$ cat src/rtl/slope_integ_if.sv
// ---------------------------------------------------------------------------
// slope_integ_if
// Control/data bundle for the slope integrator.
//   master : drives read_en, start, stop, mode, step_i, init_i, lim_hi,
//            lim_lo; observes dat_o, running, at_limit.
//   slave  : the integrator itself (mirror image of master).
// R must match the R parameter of the slope_integ instance on the slave side.
// ---------------------------------------------------------------------------
interface slope_integ_if #(
   parameter int R = 15
);
   logic                read_en;   // sample strobe
   logic                start;     // load init_i, enter RUN
   logic                stop;      // enter IDLE, freeze output
   logic                mode;      // 0 = clamp, 1 = bounce
   logic signed [R-1:0] step_i;    // step per strobe, 2^-F output LSB units
   logic signed [R-1:0] init_i;    // start value
   logic signed [R-1:0] lim_hi;    // upper limit
   logic signed [R-1:0] lim_lo;    // lower limit
   logic signed [R-1:0] dat_o;     // integrated output
   logic                running;   // high in RUN
   logic                at_limit;  // LIMIT level / reversal pulse

   modport master (
      output read_en, start, stop, mode, step_i, init_i, lim_hi, lim_lo,
      input  dat_o, running, at_limit
   );

   modport slave (
      input  read_en, start, stop, mode, step_i, init_i, lim_hi, lim_lo,
      output dat_o, running, at_limit
   );
endinterface

$ cat src/rtl/slope_integ.sv
// ---------------------------------------------------------------------------
// slope_integ
// Integrates a signed per-sample slope into a ramp or triangle output. A
// fixed-point accumulator (R integer + F fractional bits) advances by step_i
// on every read_en strobe while in RUN, bounded by lim_lo/lim_hi with either
// a clamp-and-stop (mode 0) or bounce (mode 1) policy.
//
// Ports:
//   clk  - clock
//   rst  - synchronous, active-high reset
//   bus  - slope_integ_if.slave: read_en, start, stop, mode, step_i, init_i,
//          lim_hi, lim_lo in; dat_o, running, at_limit out (all registered)
//
// Build option:
//   SLOPE_INTEG_ROUND_EN - when defined, dat_o is rounded half-up from the
//   accumulator (saturating at the positive maximum) instead of truncated.
//   Limit checks always use the full accumulator.
// ---------------------------------------------------------------------------
module slope_integ #(
   parameter int R = 15,
   parameter int F = 6
) (
   input  logic          clk,
   input  logic          rst,
   slope_integ_if.slave  bus
);

   localparam int W = R + F;      // accumulator width
   localparam int X = R + F + 2;  // headroom width for the next-value sum

   typedef enum logic [1:0] {
      IDLE,
      RUN,
      LIMIT
   } state_t;

   state_t              state;
   logic signed [W-1:0] acc;
   logic                descending;  // 1 = subtracting step_i (dir = -1)

   logic signed [X-1:0] acc_x;
   logic signed [X-1:0] step_x;
   logic signed [X-1:0] hi_x;
   logic signed [X-1:0] lo_x;
   logic signed [X-1:0] nxt;
   logic signed [R-1:0] init_clamped;
   logic                lim_bad;

   // Output view of an accumulator value.
   function automatic logic signed [R-1:0] to_out(input logic signed [W-1:0] a);
`ifdef SLOPE_INTEG_ROUND_EN
      // Rounding can only add one, so the sole overflow case is the
      // positive maximum with the half bit set.
      if (a[W-1:F] == {1'b0, {(R-1){1'b1}}})
         return a[W-1:F];
      else
         return a[W-1:F] + {{(R-1){1'b0}}, a[F-1]};
`else
      return a[W-1:F];
`endif
   endfunction

   // Limit value placed on the accumulator grid.
   function automatic logic signed [W-1:0] on_grid(input logic signed [R-1:0] v);
      return {v, {F{1'b0}}};
   endfunction

   // NOTE: every variable written here gets a value on all paths first, so no
   // latch can be inferred.
   always_comb begin
      acc_x   = {{2{acc[W-1]}}, acc};
      step_x  = {{(F+2){bus.step_i[R-1]}}, bus.step_i};
      hi_x    = {{2{bus.lim_hi[R-1]}}, bus.lim_hi, {F{1'b0}}};
      lo_x    = {{2{bus.lim_lo[R-1]}}, bus.lim_lo, {F{1'b0}}};
      // Two extra bits mean the sum cannot wrap before the limit compare.
      nxt     = descending ? (acc_x - step_x) : (acc_x + step_x);
      lim_bad = (bus.lim_lo > bus.lim_hi);

      // clamp = max(lo, min(init, hi)); the lower limit wins if inverted.
      init_clamped = bus.init_i;
      if (init_clamped > bus.lim_hi)
         init_clamped = bus.lim_hi;
      if (init_clamped < bus.lim_lo)
         init_clamped = bus.lim_lo;
   end

   // NOTE: all state here uses non-blocking assignments so every register
   // samples the pre-edge values, independent of statement order.
   always_ff @(posedge clk) begin
      if (rst) begin
         state        <= IDLE;
         acc          <= '0;
         descending   <= 1'b0;
         bus.dat_o    <= '0;
         bus.running  <= 1'b0;
         bus.at_limit <= 1'b0;
      end else if (bus.stop) begin
         // Freeze: acc and dat_o keep their values.
         state        <= IDLE;
         bus.running  <= 1'b0;
         bus.at_limit <= 1'b0;
      end else if (bus.start) begin
         // Any read_en in this cycle is deliberately ignored.
         state        <= RUN;
         acc          <= on_grid(init_clamped);
         bus.dat_o    <= to_out(on_grid(init_clamped));
         descending   <= 1'b0;
         bus.running  <= 1'b1;
         bus.at_limit <= 1'b0;
      end else begin
         case (state)
            IDLE: begin
               bus.running  <= 1'b0;
               bus.at_limit <= 1'b0;
            end

            RUN: begin
               bus.at_limit <= 1'b0;  // reversal pulse lasts one clk
               if (bus.read_en) begin
                  if (lim_bad) begin
                     // Inverted limits stop the ramp whatever the mode.
                     state        <= LIMIT;
                     acc          <= on_grid(bus.lim_lo);
                     bus.dat_o    <= to_out(on_grid(bus.lim_lo));
                     bus.running  <= 1'b0;
                     bus.at_limit <= 1'b1;
                  end else if (nxt > hi_x) begin
                     acc          <= on_grid(bus.lim_hi);
                     bus.dat_o    <= to_out(on_grid(bus.lim_hi));
                     bus.at_limit <= 1'b1;
                     if (bus.mode) begin
                        descending <= 1'b1;
                     end else begin
                        state       <= LIMIT;
                        bus.running <= 1'b0;
                     end
                  end else if (nxt < lo_x) begin
                     acc          <= on_grid(bus.lim_lo);
                     bus.dat_o    <= to_out(on_grid(bus.lim_lo));
                     bus.at_limit <= 1'b1;
                     if (bus.mode) begin
                        descending <= 1'b0;
                     end else begin
                        state       <= LIMIT;
                        bus.running <= 1'b0;
                     end
                  end else begin
                     // In range, so the low W bits hold the exact value.
                     acc       <= nxt[W-1:0];
                     bus.dat_o <= to_out(nxt[W-1:0]);
                  end
               end
            end

            LIMIT: begin
               bus.running  <= 1'b0;
               bus.at_limit <= 1'b1;
            end

            default: begin
               state        <= IDLE;
               bus.running  <= 1'b0;
               bus.at_limit <= 1'b0;
            end
         endcase
      end
   end

endmodule

$ cat src/flat_wrapper.sv
// flat-port wrapper written by rule: the top's interface ports become plain ports
module slope_integ_flat 
#(
   parameter int R = 15,
   parameter int F = 6
)
  (clk, rst, bus_read_en, bus_start, bus_stop, bus_mode, bus_step_i, bus_init_i, bus_lim_hi, bus_lim_lo, bus_dat_o, bus_running, bus_at_limit);
  slope_integ_if #(.R(R)) bus_i ();
  input  logic clk;
  input  logic rst;
  input wire logic [$bits(bus_i.read_en)-1:0] bus_read_en;
  input wire logic [$bits(bus_i.start)-1:0] bus_start;
  input wire logic [$bits(bus_i.stop)-1:0] bus_stop;
  input wire logic [$bits(bus_i.mode)-1:0] bus_mode;
  input wire logic [$bits(bus_i.step_i)-1:0] bus_step_i;
  input wire logic [$bits(bus_i.init_i)-1:0] bus_init_i;
  input wire logic [$bits(bus_i.lim_hi)-1:0] bus_lim_hi;
  input wire logic [$bits(bus_i.lim_lo)-1:0] bus_lim_lo;
  output wire logic [$bits(bus_i.dat_o)-1:0] bus_dat_o;
  output wire logic [$bits(bus_i.running)-1:0] bus_running;
  output wire logic [$bits(bus_i.at_limit)-1:0] bus_at_limit;
  assign bus_i.read_en = bus_read_en;
  assign bus_i.start = bus_start;
  assign bus_i.stop = bus_stop;
  assign bus_i.mode = bus_mode;
  assign bus_i.step_i = bus_step_i;
  assign bus_i.init_i = bus_init_i;
  assign bus_i.lim_hi = bus_lim_hi;
  assign bus_i.lim_lo = bus_lim_lo;
  assign bus_dat_o = bus_i.dat_o;
  assign bus_running = bus_i.running;
  assign bus_at_limit = bus_i.at_limit;
  slope_integ #(.R(R), .F(F)) u_core (.clk(clk), .rst(rst), .bus(bus_i));
endmodule
$ cat config.mk
export PLATFORM = sky130hd
export DESIGN_NAME = slope_integ_flat
export DESIGN_NICKNAME = d
export VERILOG_FILES = /design/src/rtl/slope_integ_if.sv /design/src/rtl/slope_integ.sv /design/src/flat_wrapper.sv
export SDC_FILE = /design/constraint.sdc
export NUM_CORES = 1
export LEC_CHECK = 0
export BUFFER_PORTS_ARGS = -buffer_cell sky130_fd_sc_hd__buf_2
export CAP_MARGIN = 20
export CORE_AREA = 2 2 117 119
export CTS_CLUSTER_SIZE = 24
export DETAILED_ROUTE_END_ITERATION = 10
export DIE_AREA = 0 0 119 121
export GPL_ROUTABILITY_DRIVEN = 0
export HOLD_SLACK_MARGIN = 0.12
export PLACE_DENSITY_LB_ADDON = 0.12
export SYNTH_ARGS = -nofsm -noshare
export SYNTH_HDL_FRONTEND = slang
export SYNTH_SLANG_ARGS = --single-unit
$ cat constraint.sdc
create_clock -name clk -period 8.18 [get_ports clk]
set_clock_uncertainty 0.1 [all_clocks]
set_input_delay 0.818 -clock clk [delete_from_list [all_inputs] [get_ports clk]]
set_output_delay 0.818 -clock clk [all_outputs]
set_load 0.1 [all_outputs]
* Yosys cells after proc, flatten, opt, wreduce, memory -nomap -nowiden
Index checks and enable logic that the tools add are counted.
** Cells by class
- Add/sub/neg operators :: 2
- Magnitude comparators :: 5
- Equality and inequality tests :: 10
- Muxes and demuxes :: 42
- Bitwise gates (word level) :: 2
- Reductions and logical operators :: 12
** Operators by type and width (count)
- two-way mux 21 bit :: 6
- two-way mux 15 bit :: 8
- > comparator 15 bit :: 2
- > comparator 23 x 21 -> 1 bit :: 1
- < comparator 23 x 21 -> 1 bit :: 1
- two-way mux 23 bit :: 1
- adder 21 x 15 -> 22 bit :: 1
- subtractor 21 x 15 -> 22 bit :: 1
- two-way mux 1 bit :: 20
- < comparator 15 bit :: 1
- two-way mux 2 bit :: 5
- inequality test 3 bit, second input constant :: 3
- AND reduction 3 bit :: 3
- AND reduction 7 bit :: 1
- inequality test 5 x 2 -> 1 bit, second input constant :: 1
- inequality test 2 bit, second input constant :: 2
- inequality test 4 x 1 -> 1 bit, second input constant :: 1
- one-hot mux 2 bit (2 select lines) :: 1
- nonzero test 2 bit :: 2
- OR reduction 2 bit :: 2
- nonzero test 3 bit :: 1
- OR reduction 3 bit :: 1
- equality test 2 x 1 -> 1 bit, second input constant :: 1
- equality test 2 bit, second input constant :: 1
- 5 further kinds :: 6
** Storage, ports and cells
- Flip-flop bits (word level) :: 41
- Input port bits :: 66
- Output and inout bits :: 17
- Word-level logic and storage cells :: 80

* Depth between registers and ports, before layout
Gate-level depths: netlist (run 1).
- Word-level depth :: 9
- Gate-level depth with buffers :: 28
- Gate-level depth less buffers :: 25

* Worst setup path before layout (run 1)
No wires, ideal clock.
- Path kind :: input to register
- Start point :: input port bus_step_i[5]
- End point :: register u_core.acc[14]
- Library setup time :: 0.130 ns
- Data arrival time :: 5.801 ns
- Required time :: 7.950 ns
- Path slack :: 2.149 ns
- Stages on the path :: 26
- Path buffers :: 2
- Cells stage by stage :: nor3_1 > nand2_1 > nor4_1 > and2_1 > a21oi_1 > xnor2_1 > ha_1 > clkbuf_1 > and2_1 > o21a_1 > a211o_1 > or3_1 > o2111ai_1 > nand3_1 > and2_1 > ha_1 > nand3_1 > nor4_1 > nand3_1 > a211oi_1 > or3_1 > a21oi_2 > or2_1 > buf_2 > a2111oi_0 > o31ai_1
** Between the ends
- Word-level cells in the longest chain between the ends :: 9
- Elaborated cells between the ends (all ways) :: 11
- Classes of those cells :: add/sub: 2; order compare: 2; mux: 7
** Ends and longest elaborated chain
- from (decl) :: RTL line flat_wrapper.sv:15 : input wire logic [$bits(bus_i.step_i)-1:0] bus_step_i;
- adder 21 x 15 -> 22 bit or subtractor 21 x 15 -> 22 bit (tied branches) :: RTL line slope_integ.sv:76 : nxt = descending ? (acc_x - step_x) : (acc_x + step_x);
- two-way mux 23 bit (*) :: RTL line slope_integ.sv:76
- < comparator 23 x 21 -> 1 bit :: RTL line slope_integ.sv:137 : end else if (nxt < lo_x) begin
- two-way mux 21 bit :: RTL line slope_integ.sv:137
- two-way mux 21 bit (*) :: RTL line slope_integ.sv:127 : end else if (nxt > hi_x) begin
- two-way mux 21 bit (*) :: RTL line slope_integ.sv:120 : if (lim_bad) begin
- two-way mux 21 bit (*) :: RTL line slope_integ.sv:119 : if (bus.read_en) begin
- two-way mux 21 bit (*) :: RTL line slope_integ.sv:111 : case (state)
- two-way mux 21 bit (*) :: RTL line slope_integ.sv:102 : end else if (bus.start) begin
- to (signal assigned) :: RTL line slope_integ.sv:105 : acc <= on_grid(init_clamped);
- to (signal assigned) :: RTL line slope_integ.sv:123 : acc <= on_grid(bus.lim_lo);
- to (signal assigned) :: RTL line slope_integ.sv:128 : acc <= on_grid(bus.lim_hi);
- to (decl) :: RTL line slope_integ.sv:38 : logic signed [W-1:0] acc;
Every way passes the cells marked *; elsewhere a longest branch is shown, timed or not. The select of a mux whose other input is x is not followed.
A chain may end at the register's enable or synchronous reset.

* Worst setup path in the final report (run 1)
- Start point :: input port bus_step_i[5]
- End point :: register u_core.acc[7]
The elaborated chain is that of the path after synthesis.

==> reports/metrics.cfg, run 1 <==
[worst_setup_path]
crit_arrival_ns=7.16
start_kind=input port
end_kind=register
cp.required_ns=8.24
crit_type=input port to register
critical_path.startpoint=bus_step_i[5]
reg2reg_to=u_core.acc[7]
reg2reg_setup_slack_ns=1.54
rr_worst_depth=23
cp_max_fo=13
r2r-start=u_core.descending

[clock_network]
cts_buffer_depth=2
cts.sinks=26
numCtsBuffers=3
holdBufCountCts=0
clockRootBuffer=clkbuf_16
post_cts_resized=0
clk_latency_ns=0.27
cts_setup_buffers=0
cts_htree_levels=1
clkSlewWorstSetupHoldPaths_ns=0.07
tritoncts=built

[global_routing]
grt_pass1_vias=5131
grt_pass1_wl_mm=26.53
grt_overflow=0
grt_use_total_pct=23.12
grt_max_degree=28
antenna_found_initial=0

[yosys]
netlist_area_sq_mm=0.005169
synth-edff-count=0
synth-seq-cells=26
synthArstFlopShare_pct=0
avgSynthCellArea_sq_um=7.416
yosysWarnings=0
synthesis.nets=864
synth_top_flop_cell=dfxtp_1
synth_cells=697
yosysSeqAreaShare_pct=10.07
synthDistinctLibCells=70

[floorplan]
io-pin-count=83
die_h_um=121
coreArea_sq_mm=0.01309
dieWidth_um=119
start_util_pct=39.50
rows=42
dieArea_sq_mm=0.01440

[sta]
period_minus_slack_ns=7.100
rsz0062_at_grt=no
finalSetupViolCount=0
tightestPinTransition_ns=0.8356
max_freq_mhz=140.8
fin_tns_setup_ns=0
fin_crit_sh_pct=86.80
hold_ws_ns=0.4071
hold_violations=0
slew_viol_final=0
max_slew_margin_pct=44.23

[finish]
antenna_cells=0
drive_gt1_share_pct=14.53
final_cell_mix=ha_1, buf_2, nor2_1, a21oi_1, inv_1
stdcell_count=926
final_util_pct=43.57
nets=918
mostFrequentLayoutCell=ha_1
area_delta_synth_final_pct=10.31

[power_and_ir_drop]
p_leak_uw=0.002631
seq_power_share_pct=16.5
p_sw_uw=475.0
power_uw=904.2
clkPwrFrac_pct=14.3
p_sw_share_pct=52.53
power_frac_comb_pct=69.2
ir_worst_vdd_mv=0.08874
intPower_uw=429.2
power_density_mw_per_mm2=158.6

[drt]
detail-route-antenna-nets=0
routed_via_density=5.724
wl_per_cell_um=18.05
vias=5300
wl_mm=16.72
drc=0
dr.pass1.iters=5
drtIter0Drc=442

[placement]
dp_cells=922
io_buffers=82
dpl.hpwl_mm=13.96

[hold_path]
min_path_type=register to register
hold_path_end=u_core.acc[3]
min_from=u_core.acc[3]
whs_path_depth=2

[job]
cap_violations=0

[status]
status=completed

## layer usage
metal	GRT usage (%)	up-vias	wire length, um	share of wire, %
met3	2.679	21	834	5.0
met4	4.018	0	235	1.4
met1	30.58	2440	7683	46
met2	40.88	159	7962	48
li1	-	2680	-	-
met5	0	-	0	0
## logic make-up (layout without fill, tap and decap cells)
family                     after synthesis  after routing  share of synthesized area, %
xor gates and xnor gates                30             30                         5.083
buffers and inverters                   87            140                         7.601
AOI/OAI and AO/OA                      217            217                         28.88
muxes                                   10             10                         2.130
adders and majority gates              101            101                         24.59
and+or+nand+nor                        226            226                         21.64
DFF                                     26             26                         10.07
## per-stage QoR
stage,instance area [sq um],setup WS [ns]
after global placement,5613,0.9113
after CTS,5702,1.114
after global routing,5702,0.5091
after detailed placement,5613,0.8375
final,5702,1.080
after floorplan,5169,2.149
## worst max path at each step
stage / endpoint / slack [ns]
after global routing: u_core.acc[7] / 0.51
final: u_core.acc[7] / 1.08
after detailed placement: u_core.acc[8] / 0.84
after global placement: u_core.acc[7] / 0.91
after floorplan: u_core.acc[14] / 2.15
after CTS: u_core.acc[7] / 1.11
## flip-flops by register name, indices dropped and copies added, names as in the netlist
signal / cells
u_core.descending: 1
u_core.bus.running: 1
u_core.acc: 21
u_core.state: 2
u_core.bus.at_limit: 1
## layout make-up
type	count	area, sq um
Timing Repair Buffer	83	417.9
Fill cell	1357	7383
Tap cell	176	220.2
Clock buffer	4	88.84
Multi-Input combinational cell	584	4255
Inverter	53	198.9
Sequential cell	26	520.5
## cell usage after synthesis, types with 4 or more instances
cell type | n | area share (%)
ha_1 | 100 | 24
nor2_1 | 64 | 4.6
a21oi_1 | 59 | 5.7
inv_1 | 52 | 3.8
nand2_1 | 49 | 3.6
o21ai_0 | 42 | 4.1
dfxtp_1 | 26 | 10
nor3_1 | 24 | 2.3
xnor2_1 | 24 | 4.1
buf_4 | 16 | 2.3
nand3_1 | 16 | 1.5
o21a_1 | 14 | 2.0
clkbuf_1 | 13 | 0.94
a21o_1 | 12 | 1.7
nand4_1 | 12 | 1.5
a211oi_1 | 10 | 1.5
and2_1 | 9 | 1.1
a31oi_1 | 8 | 0.97
nor4_1 | 8 | 0.97
o211ai_1 | 7 | 1.0
o31ai_1 | 7 | 1.0
nand2b_1 | 6 | 0.73
nor2b_1 | 6 | 0.73
nor3b_1 | 6 | 0.87
o31a_1 | 6 | 1.0
or3_1 | 6 | 0.73
xor2_1 | 6 | 1.0
a221o_1 | 5 | 0.97
a221oi_1 | 5 | 0.85
a311oi_1 | 5 | 0.85
buf_2 | 5 | 0.48
mux2i_1 | 5 | 0.97
o21bai_1 | 5 | 0.73
or2_2 | 4 | 0.48
## worst max-delay path, stage by stage
cell and delay, ns:
buf_2 0.11, nor3_1 0.30, nand2_1 0.14, nor4_1 0.36, and2_1 0.25, a21oi_1 0.15
xnor2_1 0.19, ha_1 0.39, and2_1 0.20, o21a_1 0.18, a211o_1 0.29, or3_1 0.33
o2111ai_1 0.23, nand3_1 0.13, and2_1 0.19, ha_1 0.30, nand3_1 0.12, nor4_1 0.52
nand3_1 0.13, a211oi_1 0.45, o21bai_1 0.20, nand4_1 0.12, buf_4 0.24, nor2_1 0.13
a221o_1 0.40, o31a_1 0.30
## power groups by stage
stage	clock (uW)	sequential [uW]	combinational (uW)
3_5_place_dp	0	153	614
4_1_cts	131	150	617
5_1_grt	136	150	691
2_1_floorplan	0	147	478
3_3_place_gp	0	153	609
6_report	130	149	625
Power figures use the tool's default switching activity.
==> run 2: changes to the inputs <==
Settings changed: CORE_AREA 2 2 117 119 to 2 2 139 101, DIE_AREA 0 0 119 121 to 0 0 141 103, RECOVER_POWER set to 100.
==> run 2 against run 1 <==
Net effect: setup slack lost 0.16 ns; clock-buffer cell count shrank 1; global-route usage grew 1.3 points; critical path type unchanged; register-to-register slack lost 0.05 ns; non-clock buffer count is the same.
==> reports/metrics.cfg, run 2 (synthesized netlist as in run 1, its figures left out) <==
[clock_network]
cts.sinks=26
numCtsBuffers=3
post_cts_resized=0
clkSlewWorstSetupHoldPaths_ns=0.07
cts_htree_levels=1
holdBufCountCts=0
cts_setup_buffers=0
cts_buffer_depth=2
clk_latency_ns=0.28
clockRootBuffer=clkbuf_16
tritoncts=built

[global_routing]
grt_overflow=0
grt_pass1_vias=5136
grt_max_degree=28
grt_pass1_wl_mm=27.63
antenna_found_initial=0
grt_use_total_pct=24.42

[drt]
drtIter0Drc=390
detail-route-antenna-nets=0
vias=5424
routed_via_density=5.889
dr.pass1.iters=5
wl_per_cell_um=19.20
wl_mm=17.68
drc=0

[status]
status=completed

[hold_path]
min_from=u_core.acc[0]
min_path_type=register to register

[placement]
io_buffers=82
dpl.hpwl_mm=14.97
dp_cells=917

[power_and_ir_drop]
power_density_mw_per_mm2=165.0
ir_worst_vdd_mv=0.09334
p_leak_uw=0.002558

[finish]
area_delta_synth_final_pct=9.901
reg_top3=u_core.acc x21, u_core.state x2
drive_gt1_share_pct=11.73
n_fill_cell=1418
stdcell_count=921
antenna_cells=0
largest_reg_flops=21
final_cell_mix=ha_1, nor2_1, buf_2, a21oi_1, inv_1
multiInputGateArea_sq_mm=0.004252
seq_area_sq_um=520.5
mostFrequentLayoutCell=ha_1
regMostFlops=u_core.acc
nets=918

[sta]
max_slew_margin_pct=20.83
finalSetupViolCount=0
rsz0062_at_grt=no
fin_crit_sh_pct=88.72
max_freq_mhz=137.8
hold_ws_ns=0.4097
tightestPinTransition_ns=1.193
slew_viol_final=0
fin_tns_setup_ns=0
hold_violations=0
period_minus_slack_ns=7.257

[job]
cap_violations=0

[worst_setup_path]
critical_path.startpoint=bus_step_i[4]
start_kind=input port
cp.required_ns=8.24
cpPeakStageDelay_ns=0.56
crit_path_top_delay_cell=nor4_1
crit_arrival_ns=7.32
cp_max_fo=10
end_kind=register
crit_type=input port to register
r2r-start=u_core.descending

[floorplan]
die_h_um=103
coreArea_sq_mm=0.01338
dieArea_sq_mm=0.01452
rows=36
start_util_pct=38.64
io-pin-count=83
dieWidth_um=141

[run 2: cell type report]
cell class | instances | area share, %
Multi-Input combinational cell | 584 | 74.85
Timing Repair Buffer | 83 | 6.872
Tap cell | 171 | 3.767
Clock inverter | 1 | 0.5286
Sequential cell | 26 | 9.163
Clock buffer | 3 | 1.322
Inverter | 53 | 3.502
[run 2: stage by stage]
step | utilization, % | setup slack (ns) | total power [uW] | instance area, sq um
finish | 42.46 | 0.9227 | 937.1 | 5680
global route | 42.46 | 0.4442 | 1007 | 5680
CTS | 42.70 | 1.158 | 929.4 | 5712
detailed placement | 41.91 | 0.8843 | 776.2 | 5607
global placement | 41.91 | 1.001 | 771.8 | 5607
floorplan | - | 2.149 | 624.4 | 5169
[run 2: final timing paths]
path	end	slack, ns	depth (start not counted)
worst max-delay path	u_core.acc[15]	0.92	25
worst min register to register	u_core.acc[0]	0.41	2
worst min-delay path	u_core.acc[0]	0.41	2
worst max register to register	u_core.acc[15]	1.49	22
[run 2: power by group]
group	internal [uW]	leakage [uW]	switching, uW
clock	97.8	0.0000511	52.7
sequential	136	0.000213	13.4
combinational	214	0.00229	423
[run 2: worst max-delay path, delay by kind of cell]
family | cells | cell delay, ns
XOR/XNOR | 1 | 0.19
buffers and inverters | 2 | 0.44
adder cells (fa/ha/maj) | 2 | 0.70
AND/OR/NAND/NOR | 13 | 3.36
AO/OA/AOI/OAI | 7 | 1.82
[run 2: per-layer routing]
layer	GRT usage, %	up-vias	routed length, um
met4	5.385	0	386
met2	37.41	197	7203
met5	0	-	0
met3	5.527	28	1407
met1	35.04	2510	8685
li1	-	2689	-
